[src/rtl/alu_pkg.sv]
// ---------------------------------------------------------------------------
// alu_pkg
// Shared constants for the ALU decode path:
//   - 4-bit ALU control codes (AND/OR/ADD/SUB/SLT)
//   - RV32I opcode, funct3 and funct7 values recognised by the decoder
//   - state encoding of the decode stage's output/skid buffer
// No ports; imported with `import alu_pkg::*`.
// ---------------------------------------------------------------------------
package alu_pkg;

    // ALU control codes driven on alu_ctrl
    localparam logic [3:0] ALU_AND = 4'b0000;
    localparam logic [3:0] ALU_OR  = 4'b0001;
    localparam logic [3:0] ALU_ADD = 4'b0010;
    localparam logic [3:0] ALU_SUB = 4'b0110;
    localparam logic [3:0] ALU_SLT = 4'b0111;

    // Major opcodes handled by the ALU
    localparam logic [6:0] OP_R = 7'b0110011;
    localparam logic [6:0] OP_I = 7'b0010011;

    // funct7 values: base encoding, and the alternate one that turns ADD into SUB
    localparam logic [6:0] F7_BASE = 7'b0000000;
    localparam logic [6:0] F7_ALT  = 7'b0100000;

    // funct3 values shared by the R-type and I-type forms
    localparam logic [2:0] F3_ADD = 3'b000;
    localparam logic [2:0] F3_SLT = 3'b010;
    localparam logic [2:0] F3_OR  = 3'b110;
    localparam logic [2:0] F3_AND = 3'b111;

    // Occupancy of the output register (O) and skid register (S)
    typedef enum logic [1:0] {
        ST_EMPTY = 2'd0,   // O and S empty
        ST_ONE   = 2'd1,   // O full, S empty
        ST_TWO   = 2'd2    // O and S full
    } stage_state_t;

endpackage

[src/rtl/alu_ctrl_lut.sv]
// ---------------------------------------------------------------------------
// alu_ctrl_lut
// Purely combinational decode of one RV32I instruction into ALU control code
// and operand pair. Unsupported encodings report illegal with all-zero
// outputs.
// Ports:
//   instr    in  XLEN  instruction word
//   rs1      in  XLEN  rs1 register value
//   rs2      in  XLEN  rs2 register value
//   a        out XLEN  ALU operand a (rs1, or 0 if illegal)
//   b        out XLEN  ALU operand b (rs2 / sign-extended imm, or 0 if illegal)
//   alu_ctrl out 4     ALU control code (AND code if illegal)
//   illegal  out 1     instruction not supported by the ALU
// ---------------------------------------------------------------------------
module alu_ctrl_lut
    import alu_pkg::*;
#(
    parameter int XLEN = 32
) (
    input  logic [XLEN-1:0] instr,
    input  logic [XLEN-1:0] rs1,
    input  logic [XLEN-1:0] rs2,
    output logic [XLEN-1:0] a,
    output logic [XLEN-1:0] b,
    output logic [3:0]      alu_ctrl,
    output logic            illegal
);

    logic [6:0]      opcode;
    logic [2:0]      funct3;
    logic [6:0]      funct7;
    logic [XLEN-1:0] imm;
    logic            legal;
    logic            use_imm;
    logic [3:0]      code;

    assign opcode = instr[6:0];
    assign funct3 = instr[14:12];
    assign funct7 = instr[31:25];

    // I-type immediate: instr[31] replicated into every bit above bit 11
    assign imm = {{(XLEN-12){instr[31]}}, instr[31:20]};

    // Register specifier fields are resolved upstream; the decoder ignores them
    logic unused_fields;
    assign unused_fields = ^{instr[19:15], instr[11:7]};

    // Only the R-type SUB form may use the alternate funct7; every other
    // R-type operation requires funct7 == 0. I-type ops ignore funct7 since
    // those bits belong to the immediate.
    always_comb begin
        legal   = 1'b0;
        use_imm = 1'b0;
        code    = ALU_AND;
        case (opcode)
            OP_R: begin
                if (funct7 == F7_BASE) begin
                    case (funct3)
                        F3_ADD:  begin legal = 1'b1; code = ALU_ADD; end
                        F3_AND:  begin legal = 1'b1; code = ALU_AND; end
                        F3_OR:   begin legal = 1'b1; code = ALU_OR;  end
                        F3_SLT:  begin legal = 1'b1; code = ALU_SLT; end
                        default: legal = 1'b0;
                    endcase
                end else if (funct7 == F7_ALT && funct3 == F3_ADD) begin
                    legal = 1'b1;
                    code  = ALU_SUB;
                end
            end
            OP_I: begin
                use_imm = 1'b1;
                case (funct3)
                    F3_ADD:  begin legal = 1'b1; code = ALU_ADD; end
                    F3_AND:  begin legal = 1'b1; code = ALU_AND; end
                    F3_OR:   begin legal = 1'b1; code = ALU_OR;  end
                    F3_SLT:  begin legal = 1'b1; code = ALU_SLT; end
                    default: legal = 1'b0;
                endcase
            end
            default: legal = 1'b0;
        endcase
    end

    // Illegal instructions still travel down the pipe, so zero their payload
    assign illegal  = !legal;
    assign alu_ctrl = legal ? code : ALU_AND;
    assign a        = legal ? rs1 : '0;
    assign b        = !legal ? '0 : (use_imm ? imm : rs2);

endmodule

[src/rtl/alu_decode_stage.sv]
// ---------------------------------------------------------------------------
// alu_decode_stage
// Registered decode stage in front of the ALU. Each accepted instruction is
// decoded by alu_ctrl_lut and held in an output register; a one-entry skid
// register absorbs the instruction that arrives in the cycle downstream
// stalls, so in_ready can be registered (no out_ready -> in_ready path).
// Ports:
//   clk, rst_n                       clock, async active-low reset
//   in_valid/in_ready                input handshake (in_ready registered)
//   in_instr, in_rs1, in_rs2         instruction and register operands
//   out_valid/out_ready              output handshake
//   out_a, out_b, out_alu_ctrl       decoded ALU operands and control code
//   out_illegal                      decoded instruction is unsupported
//   illegal_cnt                      saturating count of accepted illegal ops
// ---------------------------------------------------------------------------
module alu_decode_stage
    import alu_pkg::*;
#(
    parameter int XLEN  = 32,
    parameter int CNT_W = 16
) (
    input  logic             clk,
    input  logic             rst_n,
    input  logic             in_valid,
    output logic             in_ready,
    input  logic [XLEN-1:0]  in_instr,
    input  logic [XLEN-1:0]  in_rs1,
    input  logic [XLEN-1:0]  in_rs2,
    output logic             out_valid,
    input  logic             out_ready,
    output logic [XLEN-1:0]  out_a,
    output logic [XLEN-1:0]  out_b,
    output logic [3:0]       out_alu_ctrl,
    output logic             out_illegal,
    output logic [CNT_W-1:0] illegal_cnt
);

    stage_state_t    state;
    stage_state_t    next_state;

    logic [XLEN-1:0] dec_a;
    logic [XLEN-1:0] dec_b;
    logic [3:0]      dec_ctrl;
    logic            dec_illegal;

    logic [XLEN-1:0] skid_a;
    logic [XLEN-1:0] skid_b;
    logic [3:0]      skid_ctrl;
    logic            skid_illegal;

    logic            accept;
    logic            take;

    alu_ctrl_lut #(
        .XLEN (XLEN)
    ) u_lut (
        .instr    (in_instr),
        .rs1      (in_rs1),
        .rs2      (in_rs2),
        .a        (dec_a),
        .b        (dec_b),
        .alu_ctrl (dec_ctrl),
        .illegal  (dec_illegal)
    );

    assign accept = in_valid && in_ready;
    assign take   = out_valid && out_ready;

    // in_ready is low in ST_TWO, so accept never fires there
    always_comb begin
        next_state = state;
        case (state)
            ST_EMPTY: if (accept) next_state = ST_ONE;
            ST_ONE: begin
                if (accept && !take)      next_state = ST_TWO;
                else if (!accept && take) next_state = ST_EMPTY;
            end
            ST_TWO:   if (take) next_state = ST_ONE;
            default:  next_state = ST_EMPTY;
        endcase
    end

    // in_ready and out_valid are registered copies of the next occupancy.
    // in_ready resets low and only rises on the first edge after release.
    always_ff @(posedge clk or negedge rst_n) begin
        if (!rst_n) begin
            state        <= ST_EMPTY;
            in_ready     <= 1'b0;
            out_valid    <= 1'b0;
            out_a        <= '0;
            out_b        <= '0;
            out_alu_ctrl <= ALU_AND;
            out_illegal  <= 1'b0;
            skid_a       <= '0;
            skid_b       <= '0;
            skid_ctrl    <= ALU_AND;
            skid_illegal <= 1'b0;
            illegal_cnt  <= '0;
        end else begin
            state     <= next_state;
            in_ready  <= (next_state != ST_TWO);
            out_valid <= (next_state != ST_EMPTY);

            case (state)
                ST_EMPTY: begin
                    if (accept) begin
                        out_a        <= dec_a;
                        out_b        <= dec_b;
                        out_alu_ctrl <= dec_ctrl;
                        out_illegal  <= dec_illegal;
                    end
                end
                ST_ONE: begin
                    // O drains this cycle: reload it directly; otherwise park in S
                    if (accept && take) begin
                        out_a        <= dec_a;
                        out_b        <= dec_b;
                        out_alu_ctrl <= dec_ctrl;
                        out_illegal  <= dec_illegal;
                    end else if (accept) begin
                        skid_a       <= dec_a;
                        skid_b       <= dec_b;
                        skid_ctrl    <= dec_ctrl;
                        skid_illegal <= dec_illegal;
                    end
                end
                ST_TWO: begin
                    if (take) begin
                        out_a        <= skid_a;
                        out_b        <= skid_b;
                        out_alu_ctrl <= skid_ctrl;
                        out_illegal  <= skid_illegal;
                    end
                end
                default: ;
            endcase

            // Counter sticks at all-ones instead of wrapping
            if (accept && dec_illegal && (illegal_cnt != '1)) begin
                illegal_cnt <= illegal_cnt + CNT_W'(1);
            end
        end
    end

endmodule
[config.mk]
export PLATFORM = sky130hd
export DESIGN_NAME = alu_decode_stage
export DESIGN_NICKNAME = d
export VERILOG_FILES = /design/src/rtl/alu_pkg.sv /design/src/rtl/alu_ctrl_lut.sv /design/src/rtl/alu_decode_stage.sv
export SDC_FILE = /design/constraint.sdc
export NUM_CORES = 1
export LEC_CHECK = 0
export CAP_MARGIN = 20
export CORE_MARGIN = 1
export CORE_UTILIZATION = 53
export CTS_BUF_LIST = sky130_fd_sc_hd__clkbuf_2 sky130_fd_sc_hd__clkbuf_4 sky130_fd_sc_hd__clkbuf_8
export DETAILED_ROUTE_END_ITERATION = 6
export PLACE_DENSITY = 0.83
export SYNTH_ARGS = -nofsm -noshare
export SYNTH_HDL_FRONTEND = slang
export SYNTH_SLANG_ARGS = --single-unit
[constraint.sdc]
create_clock -name clk -period 2.9 [get_ports clk]
set_input_delay 0.29 -clock clk [delete_from_list [all_inputs] [get_ports clk]]
set_output_delay 0.29 -clock clk [all_outputs]
set_load 0.005 [all_outputs]
## Word level (Yosys, flattened, before mapping)

Index checks and enable logic that the tools add are counted.

- Register bits after elaboration: 158
- Bits in latches: 0
- Memory bits (writable): 0
- Memory bits (read-only): 0
- Bits of input ports: 100
- Word-level logic and storage cells: 80
- Memories kept: 0

- $add $sub $neg: 1
- Multipliers: 0
- Div/mod/pow operators: 0
- Order comparisons: 0
- Eq/ne operators: 13
- Shifts and indexed selects: 0
- Muxes and demuxes: 34
- Bitwise operators: 1
- Reductions and logical operators: 19

Operators by type and width:

| operator | number |
|---|---|
| 32-bit 2-to-1 mux | 9 |
| 32-bit one-hot mux with 3 select lines | 2 |
| 4-bit 2-to-1 mux | 5 |
| 16-bit by 1-bit adder with 16-bit output (second input constant) | 1 |
| 16-bit != test (second input constant) | 1 |
| 7-bit by 6-bit == test with 1-bit output (second input constant) | 2 |
| 4-bit one-hot mux with 3 select lines | 1 |
| 3-bit one-hot mux with 3 select lines | 1 |
| 1-bit logical AND | 8 |
| 2-bit 2-to-1 mux | 4 |
| 2-bit != test (second input constant) | 4 |
| 4-bit one-hot mux with 2 select lines | 1 |
| 7-bit by 5-bit == test with 1-bit output (second input constant) | 1 |
| 7-bit zero test | 1 |
| 1-bit 2-to-1 mux | 7 |
| 3-bit == test (second input constant) | 2 |
| 2-bit one-hot mux with 3 select lines | 1 |
| 4-bit AND reduction | 1 |
| 4-bit OR reduction | 1 |
| 3-bit by 2-bit == test with 1-bit output (second input constant) | 1 |
| 1-bit zero test | 3 |
| 3-bit zero test | 1 |
| 3-bit 2-to-1 mux | 1 |
| 1-bit one-hot mux with 3 select lines | 1 |
| 8 further kinds | 8 |

## Logic depth before layout (Yosys ltp)

- Depth after elaboration: 8
- Gate-level depth with buffers: 9
- Depth with buffers taken out: 6

## By module

A second synthesis with hierarchy kept.

- Cells, all modules: 769
- Area total of the unflattened synthesis: 8441.8 um^2

By module, submodules not included:

| module | times used | cells an instance | area an instance (um^2) | sequential area each (um^2) |
|---|---|---|---|---|
| alu_decode_stage | 1 | 605 | 6944.2 | 3953.8 |
| alu_ctrl_lut | 1 | 164 | 1497.7 | 0.0 |

## Worst setup path before layout

No wires, ideal clock.

- Path type: reg-to-reg
- From: register illegal_cnt[0]
- To: register illegal_cnt[1]
- Library setup time: 0.125 ns
- Arrival time: 1.794 ns
- Setup slack: 0.982 ns
- Cell stages (with the launch flop): 8
- Path buffers: 1
- Period minus slack after synthesis: 1.918 ns
- Cells stage by stage: dfrtp_1 > ha_1 > and3_1 > and4_1 > clkbuf_1 > nand3_1 > nand2_1 > mux2_2

- Longest elaborated chain between the ends: 2

RTL lines:

| item | RTL line | source |
|---|---|---|
| start, declared | alu_decode_stage.sv:35 | `output logic [CNT_W-1:0] illegal_cnt` |
| start signal, assigned | alu_decode_stage.sv:140 | `illegal_cnt <= illegal_cnt + CNT_W'(1);` |
| parallel branches: the longest is 2 deep, another holds 16-bit by 1-bit adder with 16-bit output | n/a |  |

Parallel ways; which one is timed is not known.
A chain may end at the register's enable or synchronous reset.

## Worst setup path in the final report

- From: register state[1]
- To: register out_b[28]

- Longest elaborated chain between the ends: 3

RTL lines:

| item | RTL line | source |
|---|---|---|
| start, declared | alu_decode_stage.sv:38 | `stage_state_t state;` |
| start signal, assigned | alu_decode_stage.sv:100 | `state <= next_state;` |
| 2-bit by 1-bit == test with 1-bit output (tied with other cells) | alu_decode_stage.sv:104 | `case (state)` |
| 2-bit != test (no line) / 3-bit nonzero test (equally long branches) | n/a |  |
| 4-bit AND reduction (no line) | n/a |  |
| end signal, assigned | alu_decode_stage.sv:130 | `out_b <= skid_b;` |
| end, declared | alu_decode_stage.sv:32 | `output logic [XLEN-1:0] out_b,` |

Parallel ways exist; a longest one is shown, timed or not.

==> results.cfg <==
[run]
drv_cap = 0

[finish]
instances_no_fill = 1089
fin_nets = 1005
final_common_cell = clkdlybuf4s50_1
post-route-util_pct = 73.2
drive_gt1_share_pct = 7.20
syn2layout_area_growth_pct = 32.3
final_cell_mix = 174 x clkdlybuf4s50_1, 156 x dfrtp_1, 146 x nand2_1, 94 x a21oi_1, 74 x nand3_1
n_antenna_cell = 0

[yosys]
netlist_area_um2 = 7120
synth_warnings = 0
synth_cell_types = 49
synth_area_leader_cell = dfrtp_1
ys_top_cells_by_area = dfrtp_1 55%, nand2_1 7.7%, a21oi_1 6.6%
synth-edff-count = 0
synth_ff_type = dfrtp_1
synth_fp_nets = 858
synth_seq_cells = 156
synth_top_cell_area_share_pct = 54.8
syn_avg_cell_area_um2 = 9.41
synthArstFlopShare_pct = 100
seq_area_frac_synth_pct = 54.8
synth_cells = 757

[global_routing]
overflow = 0
antenna_found_initial = 0
grt_pass1_wl_um = 31700
grt_pass1_vias = 6442
grt_max_degree = 84
track_usage_pct = 28.2

[floorplan]
initial_core_util_pct = 55.3
dieHeight_um = 118
coreArea_um2 = 12900
dieArea_um2 = 13900
io_pins = 187
num_rows = 41
die_w_um = 118

[detailed_routing]
first_pass_iters = 5
postRouteAntennaNets = 0
viasPerCell = 5.97
vias = 6497
routed_wl_um = 19200
wl_per_cell_um = 17.6
drt_iter0_markers = 673
route.detailed.drc = 0

[pwr]
cellPowerDensity_nw_per_um2 = 748
power.total_mw = 7.05
p_leak_nw = 3.92
vdd_drop_max_uv = 545

[critical_path]
critPathMaxFanout = 32
crit_path_start_kind = register
critical_path_class = register to register
end_kind = register
cp.required_ns = 3.18
arrival_ns = 2.55

[clock_network]
cts_buffer_depth = 2
cts_setup_buffers = 0
cts.sink_count = 156
cts_tree = done
cts_buffers = 17
cts_resized = 0
cts-root-buf = clkbuf_8
clkLatencyLatePin_ns = 0.44
htreeDepth = 4
clk_pin_slew_ns = 0.08

[status]
status = completed

[placed_design]
gp_congestion = 0.845
dpl.hpwl_um = 12600
placedCellCount = 1055
portBuffers = 175

[sta]
period_needed_ns = 2.27
rsz0062_at_grt = false
final.setup.tns_ns = 0
setup-violations-final = 0
finalMaxSlewViolations = 0
worstMarginPinSlew_ns = 0.813
slew_headroom_pct = 45.8
hold_violations = 0
skew_ns = 0.00665
fmax_ghz = 0.440
post-route-period-util_pct = 78.4

[min_path]
hold_path_class = input pin to async pin
## kinds of logic (layout without fill, tap and decap cells)
group | Yosys count | count (layout) | synth area share (%)
AND/OR/NAND/NOR | 293 | 293 | 18.3
AO/OA/AOI/OAI | 210 | 210 | 18.7
flip-flops | 156 | 156 | 54.8
buffers and inverters | 69 | 229 | 4.43
multiplexers | 15 | 15 | 2.16
XOR/XNOR | 12 | 12 | 1.48
adder cells (fa/ha/maj) | 1 | 1 | 0.176
other | 1 | 1 | 0.0526
## where the power goes
part | internal, mW | switching, mW | leakage, nW
Clock | 0.928 | 0.757 | 0.214
Combinational | 1.12 | 1.44 | 1.62
Sequential | 2.53 | 0.271 | 2.08
Total | 4.58 | 2.47 | 3.92
## worst paths after layout
kind | from | end | slack (ns) | cells past startpoint
setup / recovery | state[1] | out_b[28] | 0.63 | 7
hold / removal | rst_n | out_a[26] | 0.39 | 2
hold reg to reg | skid_illegal | skid_illegal | 0.48 | 2
setup reg to reg | state[1] | out_b[28] | 0.63 | 7
max in group asynchronous | rst_n | out_b[30] | 1.71 | 3
min in group clk | in_rs1[3] | out_a[3] | 0.43 | 3
## area by class of cell
type | count | area, um^2
sequential | 156 | 3900
fill | 917 | 3450
multi-input combinational | 532 | 2940
timing repair buffer | 194 | 1940
clock buffer | 27 | 340
tap | 172 | 215
clock inverter | 5 | 80.1
inverter | 3 | 11.3
## sequential cells by signal (all words and copies together) (netlist names)
register and cells:
illegal_cnt 16, skid_a 32, in_ready 1, out_illegal 1, skid_illegal 1, out_alu_ctrl 3, out_valid 1, skid_b 32
skid_ctrl 3, state 2, out_a 32, out_b 32
## synthesized netlist by cell type, types with 3 or more instances
cell	instances
clkbuf_1	45
buf_2	12
o311ai_1	31
xnor2_1	12
mux2i_1	12
o21ai_0	37
inv_1	3
nand4_1	7
buf_1	3
and2_1	3
and3_1	7
nand2_1	146
nand3_1	75
dfrtp_1	156
nor2_1	38
a21oi_1	94
mux2_2	3
buf_6	3
nor3_1	3
o31ai_1	32
## routing by layer
metal / part of all wire [%] / wire, um / GRT usage (%) / up-vias
li1: - / - / - / 2976
met1: 41 / 7920 / 36.8 / 3183
met2: 49 / 9500 / 46.0 / 309
met3: 7.4 / 1410 / 6.64 / 29
met4: 1.9 / 359 / 9.86 / 0
met5: 0 / 0 / 0 / -
## timing repair
action / CTS / global route
hold buffers: 1 / 0
endpoints found under the setup margin: 0 / 0
endpoints found under the hold margin: 61 / 0
## critical path, cell delays in order (launching register included)
cell and delay (ns):
dfrtp_1 0.48, and3b_1 0.25, o21bai_1 0.33, o31ai_4 0.23, buf_6 0.21, nand2_1 0.07, buf_4 0.35, o311ai_1 0.15
## metrics by stage
step,area (um^2),worst slack [ns],hold slack (ns)
after CTS,9410,0.562,0.398
after global placement,8980,0.279,0.300
after global routing,9430,0.467,0.407
after floorplan,7120,0.982,-0.00559
final,9430,0.626,0.395
after detailed placement,8980,0.213,0.306
No activity file was read; power rests on OpenSTA's default activity.
